==> src/rtl/fst_io_pkg.sv <==
// Shared definitions for the core's output-port peripherals.
package fst_io_pkg;

  localparam int WORD_W = 16;
  localparam int BYTE_W = 8;

  typedef enum logic [1:0] {
    IDLE,
    START,
    DATA,
    STOP
  } tx_state_t;

endpackage

==> src/rtl/sync_fifo.sv <==
// Single-clock first-word-fall-through FIFO; dout always shows the head entry.
module sync_fifo #(
  parameter int WIDTH = 16,
  parameter int DEPTH = 4
) (
  input  logic                     clk,
  input  logic                     reset_n,
  input  logic                     push,
  input  logic                     pop,
  input  logic [WIDTH-1:0]         din,
  output logic [WIDTH-1:0]         dout,
  output logic                     full,
  output logic                     empty,
  output logic [$clog2(DEPTH):0]   count
);

  localparam int AW = $clog2(DEPTH);
  localparam int CW = AW + 1;

  logic [WIDTH-1:0] mem [DEPTH];
  logic [AW-1:0]    wr_ptr;
  logic [AW-1:0]    rd_ptr;
  logic             do_push;
  logic             do_pop;

  // A push while full is still taken when the head leaves on the same edge.
  assign do_pop  = pop && !empty;
  assign do_push = push && (!full || do_pop);

  assign full  = (count == CW'(DEPTH));
  assign empty = (count == '0);
  assign dout  = mem[rd_ptr];

  always_ff @(posedge clk) begin
    if (do_push) begin
      mem[wr_ptr] <= din;
    end
  end

  // Pointers wrap naturally because DEPTH is a power of two.
  always_ff @(posedge clk) begin
    if (!reset_n) begin
      wr_ptr <= '0;
      rd_ptr <= '0;
      count  <= '0;
    end else begin
      if (do_push) begin
        wr_ptr <= wr_ptr + 1'b1;
      end
      if (do_pop) begin
        rd_ptr <= rd_ptr + 1'b1;
      end
      count <= count + CW'(do_push) - CW'(do_pop);
    end
  end

endmodule

==> src/rtl/out_uart_tx.sv <==
// Buffers 16-bit core output-port writes and sends each as two 8N1 UART bytes,
// high byte first, with the two frames joined back to back.
module out_uart_tx
  import fst_io_pkg::*;
#(
  parameter int CLKS_PER_BIT = 434,
  parameter int FIFO_DEPTH   = 4
) (
  input  logic              clk,
  input  logic              reset_n,
  input  logic              out_en,
  input  logic [WORD_W-1:0] out_dat,
  input  logic              halting,
  output logic              txd,
  output logic              busy,
  output logic              overflow,
  output logic              drained
);

  localparam int          CW        = $clog2(FIFO_DEPTH) + 1;
  localparam logic [15:0] BAUD_LAST = 16'(CLKS_PER_BIT - 1);

  tx_state_t         state, state_n;
  logic [15:0]       baud_cnt, baud_n;
  logic [2:0]        bit_cnt, bit_n;
  logic              low_byte, low_n;
  logic [WORD_W-1:0] word, word_n;
  logic [BYTE_W-1:0] cur_byte;
  logic              txd_n;
  logic              busy_n;
  logic              drained_n;
  logic              bit_end;

  logic              push;
  logic              pop;
  logic              accepted;
  logic              drop;
  logic [WORD_W-1:0] fifo_dout;
  logic              fifo_full;
  logic              fifo_empty;
  logic [CW-1:0]     fifo_count;
  logic [CW-1:0]     count_n;

  sync_fifo #(
    .WIDTH (WORD_W),
    .DEPTH (FIFO_DEPTH)
  ) u_fifo (
    .clk     (clk),
    .reset_n (reset_n),
    .push    (push),
    .pop     (pop),
    .din     (out_dat),
    .dout    (fifo_dout),
    .full    (fifo_full),
    .empty   (fifo_empty),
    .count   (fifo_count)
  );

  assign push     = out_en && !halting;
  assign accepted = push && (!fifo_full || pop);
  assign drop     = push && fifo_full && !pop;
  assign count_n  = fifo_count + CW'(accepted) - CW'(pop);
  assign bit_end  = (baud_cnt == BAUD_LAST);

  always_comb begin
    state_n = state;
    baud_n  = baud_cnt + 16'd1;
    bit_n   = bit_cnt;
    low_n   = low_byte;
    word_n  = word;
    pop     = 1'b0;
    unique case (state)
      IDLE: begin
        baud_n = '0;
        if (!fifo_empty) begin
          pop     = 1'b1;
          word_n  = fifo_dout;
          low_n   = 1'b0;
          state_n = START;
        end
      end
      START: begin
        if (bit_end) begin
          baud_n  = '0;
          bit_n   = '0;
          state_n = DATA;
        end
      end
      DATA: begin
        if (bit_end) begin
          baud_n = '0;
          if (bit_cnt == 3'd7) begin
            state_n = STOP;
          end else begin
            bit_n = bit_cnt + 3'd1;
          end
        end
      end
      STOP: begin
        if (bit_end) begin
          baud_n = '0;
          // High-byte stop runs straight into the low-byte start bit.
          if (!low_byte) begin
            low_n   = 1'b1;
            state_n = START;
          end else begin
            state_n = IDLE;
          end
        end
      end
      default: begin
        state_n = IDLE;
      end
    endcase

    // Line level is decided from the state being entered so txd is a plain flop.
    cur_byte = low_n ? word_n[BYTE_W-1:0] : word_n[WORD_W-1:BYTE_W];
    case (state_n)
      START:   txd_n = 1'b0;
      DATA:    txd_n = cur_byte[bit_n];
      default: txd_n = 1'b1;
    endcase

    busy_n    = (state_n != IDLE) || (count_n != '0);
    drained_n = halting && (state == IDLE) && fifo_empty;
  end

  always_ff @(posedge clk) begin
    if (!reset_n) begin
      state    <= IDLE;
      baud_cnt <= '0;
      bit_cnt  <= '0;
      low_byte <= 1'b0;
      word     <= '0;
      txd      <= 1'b1;
      busy     <= 1'b0;
      drained  <= 1'b0;
      overflow <= 1'b0;
    end else begin
      state    <= state_n;
      baud_cnt <= baud_n;
      bit_cnt  <= bit_n;
      low_byte <= low_n;
      word     <= word_n;
      txd      <= txd_n;
      busy     <= busy_n;
      drained  <= drained_n;
      overflow <= overflow | drop;
    end
  end

endmodule

==> config.mk <==
export PLATFORM = sky130hd
export DESIGN_NAME = out_uart_tx
export DESIGN_NICKNAME = d
export VERILOG_FILES = /design/src/rtl/fst_io_pkg.sv /design/src/rtl/sync_fifo.sv /design/src/rtl/out_uart_tx.sv
export SDC_FILE = /design/constraint.sdc
export NUM_CORES = 1
export LEC_CHECK = 0
export ABC_AREA = 1
export CAP_MARGIN = 20
export CORE_MARGIN = 2
export CORE_UTILIZATION = 25
export CTS_BUF_LIST = sky130_fd_sc_hd__clkbuf_8
export CTS_CLUSTER_SIZE = 30
export DETAILED_ROUTE_END_ITERATION = 8
export GPL_TIMING_DRIVEN = 0
export PLACE_DENSITY = 0.44
export REMOVE_ABC_BUFFERS = 1
export SYNTH_ARGS = -nofsm -noshare
export SYNTH_HDL_FRONTEND = slang
export SYNTH_HIERARCHICAL = 1
export SYNTH_SLANG_ARGS = --single-unit
==> constraint.sdc <==
create_clock -name clk -period 5.2 [get_ports clk]
set_clock_uncertainty 0.1 [all_clocks]
set_input_delay 1.04 -clock clk [delete_from_list [all_inputs] [get_ports clk]]
set_output_delay 1.04 -clock clk [all_outputs]
set_load 0.05 [all_outputs]
After elaboration in Yosys (flattened, before gate mapping)
Memories as Yosys holds them, arrays and structs flattened. A register that Yosys moved wholly into a read port is not among the register bits.
Cells that the tools add are included.
{ "totals": {"mem_bits_rw": 64, "inputBits": 20, "output_inout_bits": 4, "reg_bits": 49, "mem_count": 1, "word_cells": 79} }
{ "memory_table": {"columns": ["name", "depth", "word_bits", "rd", "rd_ports_with_merged_regs", "write_ports", "line_no", "source"], "rows": [
  ["u_fifo.mem", 4, 16, 1, 1, 1, "sync_fifo.sv:20", "logic [WIDTH-1:0] mem [DEPTH];"]
]} }
{ "op_classes": {"addsub": 8, "n_mux": 28, "magnitude_cmp": 1, "n_reduce_logical": 20, "n_eq_ne": 8, "bitwise_logic": 1} }
{ "op_table": {"columns": ["cell", "count"], "rows": [
  ["two-way mux 16 bit", 3],
  ["case mux 16 bit (2 select lines)", 1],
  ["adder 16 x 1 -> 16 bit, second input constant", 1],
  ["== test 16 x 9 -> 1 bit, second input constant", 1],
  ["two-way mux 2 bit", 7],
  ["two-way mux 3 bit", 3],
  ["logical AND 1 bit", 8],
  ["two-way mux 1 bit", 8],
  ["two-way mux 8 bit", 1],
  ["case mux 2 bit (4 select lines)", 1],
  ["adder 3 x 1 -> 3 bit", 2],
  ["== test 2 bit, second input constant", 3],
  ["== test 3 bit, second input constant", 2],
  ["case mux 3 bit (2 select lines)", 1],
  ["subtractor 3 x 1 -> 3 bit", 2],
  ["adder 2 x 1 -> 2 bit, second input constant", 2],
  ["== test 2 x 1 -> 1 bit, second input constant", 2],
  ["logical NOT 1 bit", 4],
  ["less-than comparator 3 x 4 -> 1 bit, second input constant", 1],
  ["case mux 1 bit (2 select lines)", 2],
  ["adder 3 x 1 -> 3 bit, second input constant", 1],
  ["binary-select mux 1 bit (select 3 bit)", 1],
  ["logical NOT 3 bit", 1],
  ["logical OR 1 bit", 3],
  ["5 further kinds", 5]
]} }

Logic depth before layout (Yosys ltp)
Gate-level depths: netlist (run 1).
{ "logic_depth": {"ltp_word": 9, "mapped_depth": 19, "mapped_depth_nobuf": 18} }

By module
Netlist (run 1), hierarchy kept.
{ "modules_own_cells": {"columns": ["mod", "area_per_inst_um2", "cells_per_inst", "seq_area_each_um2", "n_inst"], "rows": [
  ["sync_fifo", 2916.5, 223, 2102.0, 1],
  ["out_uart_tx", 2398.6, 334, 840.8, 1]
]} }

Worst setup path before layout (run 1)
OpenSTA, ideal clock, no wires.
{ "synth_path": {"path_type": "input to register", "start": "input halting", "end": "memory u_fifo.mem[0][0], enable pin", "cell_stages": 5, "setup_time_ns": 0.389, "setup_slack_ns": 2.592, "path_buffers": 0, "required_ns": 4.711, "t_arrival_ns": 2.120, "path_cell_list": "inv_1 nand2_1 inv_1 nand2_1 nor2_1"} }
{ "synth_between": {"elab_chain_len": 5} }
{ "synth_lines": {"columns": ["item", "line_no", "source"], "rows": [
  ["start, declared", "out_uart_tx.sv:13", "input logic halting,"],
  ["logical NOT 1 bit", "out_uart_tx.sv:59", "assign push = out_en && !halting;"],
  ["logical AND 1 bit", "out_uart_tx.sv:59", null],
  ["net push", "out_uart_tx.sv:34", "logic push;"],
  ["logical AND 1 bit", "sync_fifo.sv:28", "assign do_push = push && (!full || do_pop);"],
  ["two-way mux 1 bit", "sync_fifo.sv:35", "if (do_push) begin"],
  ["two-way mux 1 bit (implied by the code)", "sync_fifo.sv:36", "mem[wr_ptr] <= din;"],
  ["end, declared", "sync_fifo.sv:20", null]
]} }
The timed path passes the listed nets, and every way through them passes these cells.

==> results.toml, run 1 <==
[setup_path]
cp-start-kind = "input pin"
cp_slowest_cell = "clkinv_1"
slowest_delay_ns = 0.75
path_class = "input pin to flop"
crit_chain = "clkdlybuf4s50_1, clkinv_1, nor3_2, inv_2, a21oi_1, o21a_1"
cp_data_arrival_time_ns = 3.74
worst-path-max-fanout = 26
worstPathRequired_ns = 5.47
end_kind = "flop"

[sta]
drv_slew = 0
max_freq_mhz = 288
fin_hold_ws_ns = 0.366
rsz0062_at_grt = "false"
period_share_pct = 66.7
max_slew_margin_pct = 44.7
hold_viol_final = 0
fin_crit_ns = 3.47
tightest_slew_ns = 0.824
fin_tns_setup_ns = 0
setup_viol = 0

[synthesis]
synth_mux_area_share_pct = 1.13
syn_area_mm2 = 0.00532
synth_cell_types = 45
yosys.area_share.adder_pct = 4.28
synth-compound-area-share_pct = 9.93
avgSynthCellArea_um2 = 9.54
synth-edff-count = 64
synth-seq-cells = 115
synth_top_area_share_pct = 36.2
synth_xor_area_share_pct = 0.824
synth_top_family_by_area = "simple AND/OR/NAND/NOR gates"
ys_seq_area_share_pct = 55.4
synth-simple-area-share_pct = 22.2
ys_warn_count = 6
async_flop_share_pct = 0
synthFlopType = "edfxtp_1"
synth_top_area_cell = "edfxtp_1"
synth_area_leaders = "edfxtp_1 36%, dfxtp_1 19%, nand2_1 6.0%"
synthCells = 557

[routing]
vias = 3754
dr.pass1.iters = 4
drt_wl_total_mm = 11.2
drc = 0
ant_nets = 0
wl_per_cell_um = 12.7
viasPerCell = 4.27
drtIter0Drc = 184

[clock_network]
insertion_delay_ns = 0.43
post-cts-setup-buffers = 0
root_buffer = "clkbuf_8"
clk_path_buf_depth = 2
numCtsBuffers = 17
cts_tree = "built"
cts_resized = 0
cts_hold_buf = 0
clk_transition_reported_paths_ns = 0.06
htreeDepth = 4
clock-sinks = 115

[finish]
nets = 629
mostFrequentLayoutCell = "nand2_1"
final_cell_mix = "85 x nand2_1, 79 x nor2_1, 64 x edfxtp_1, 55 x inv_1, 51 x dfxtp_1"
drive_above_1_share_pct = 15.2
antennaDiodeCount = 0
area_growth_pct = 19.2

[grt]
met1_usage_pct = 13.4
track_usage_pct = 10.9
gr-usage-met3_pct = 3.35
grt_max_degree = 33
grt_pass1_wl_mm = 18.8
grt_overflow = 0
grt_pass1_vias = 3779
antenna_found_initial = 0
met2_usage_pct = 18.0
busiest_layer = "met2"

[placed_design]
port_buffers = 23
dp_hpwl_mm = 7.65
gp_congestion = 0.792

[floorplan]
rows = 53
dieHeight_um = 150
boundaryPins = 24
fp.dieArea_mm2 = 0.0224
start_util_pct = 25.4
core_area_mm2 = 0.0210
die_w_um = 150

[run]
cap_violations = 0

[pwr]
p_clk_share_pct = 29.1
p_comb_share_pct = 31.4
ir_drop_uv = 162
switchingPower_mw = 0.989
p_int_mw = 1.88
sw_frac_of_total_pct = 34.5
leakage_nw = 2.49
powerDensity_mw_per_mm2 = 452
seqPwrFrac_pct = 39.5

[outcome]
status = "finished, final reports clean"

[hold_path]
hold_class = "flop to flop"
==> stage by stage <==
stage / cell area, um^2 / util [%] / std cells / setup WS (ns) / power (mW)
after floorplan: 5240 / - / 545 / 2.59 / 1.79
after global placement: 5810 / 27.7 / 843 / 1.25 / 2.01
after detailed placement: 5930 / 28.3 / 848 / 1.20 / 2.06
after CTS: 6330 / 30.2 / 880 / 1.67 / 2.91
after global routing: 6330 / 30.2 / 880 / 1.51 / 3.08
final: 6330 / 30.2 / 880 / 1.73 / 2.86
==> logic make-up after synthesis <==
family,after synthesis
mux,6
compound gates,90
simple gates,245
fa+ha+maj,17
buf+inv,79
xor+xnor,5
flops,115
==> worst max-delay path, delay by kind of cell <==
| family | cells | cell delay [ns] |
|---|---|---|
| compound gates | 2 | 0.31 |
| simple gates | 1 | 0.72 |
| buf+inv | 3 | 1.66 |
==> path summary, 6_finish.rpt <==
kind	startpoint	depth (start not counted)	slack (ns)	to
worst max-delay path	reset_n	6	1.73	baud_cnt[14]
worst min register to register	baud_cnt[0]	1	0.37	baud_cnt[0]
worst min-delay path	baud_cnt[0]	1	0.37	baud_cnt[0]
worst max register to register	flop	14	2.23	txd
==> power groups by stage <==
stage / logic [mW] / clock network, mW / registers [mW]
2_1_floorplan: 0.616 / 0 / 1.18
3_3_place_gp: 0.845 / 0 / 1.17
3_5_place_dp: 0.912 / 0 / 1.15
4_1_cts: 0.915 / 0.866 / 1.13
5_1_grt: 1.03 / 0.907 / 1.15
6_report: 0.899 / 0.834 / 1.13
==> metal layers <==
metal  vias to the layer above  share of wire, %
li1                       1930                 -
met1                      1761                47
met2                        53                48
met3                        10               3.8
met4                         0               1.4
met5                         -                 0
==> state kept, by name, indices dropped and copies added, names as in the netlist, named ones only <==
register and flops:
txd 1, word 16, low_byte 1, baud_cnt 16, overflow 1, u_fifo/rd_ptr 2, drained 1, state 2
bit_cnt 3, u_fifo/mem 64, u_fifo/count 3, u_fifo/wr_ptr 2, busy 1
==> cell usage after synthesis (4+ instances only) <==
cell and instances:
nand2_1 85, nor2_1 83, edfxtp_1 64, inv_1 52, dfxtp_1 51, nand3_1 31, a21oi_1 21, o21ai_1 21
o22ai_1 17, ha_1 15, inv_2 13, o21ai_0 13, o21ai_2 10, nand2_4 8, buf_4 6, mux2i_1 6
nand2_2 6, o21a_1 6, nor3_1 4, or2_2 4, xor2_1 4
==> area by class of cell <==
class | instances | area [um^2]
clock buffer | 17 | 234
clock inverter | 15 | 168
fill | 2235 | 14600
inverter | 67 | 253
multi-input combinational | 363 | 2050
sequential | 115 | 2940
tap | 275 | 344
timing repair buffer | 28 | 343
(Power assumes the default switching activity.)
==> run 2, diff against run 1 <==
==> constraint.sdc (replaced) <==
create_clock -name clk -period 3.43 [get_ports clk]
set_clock_uncertainty 0.1 [all_clocks]
set_input_delay 0.686 -clock clk [delete_from_list [all_inputs] [get_ports clk]]
set_output_delay 0.686 -clock clk [all_outputs]
set_load 0.05 [all_outputs]
==> results of run 2 <==
Same layout as run 1 (identical final DEF). Status: finished, final reports clean.
Among the figures that moved: setup slack after placement 1.20 ns -> -0.214 ns; setup slack after layout 1.73 ns -> 0.317 ns; register-to-register setup slack 2.23 ns -> 0.46 ns; total power 2.86 mW -> 4.34 mW; worst IR drop on VDD 162 uV -> 246 uV
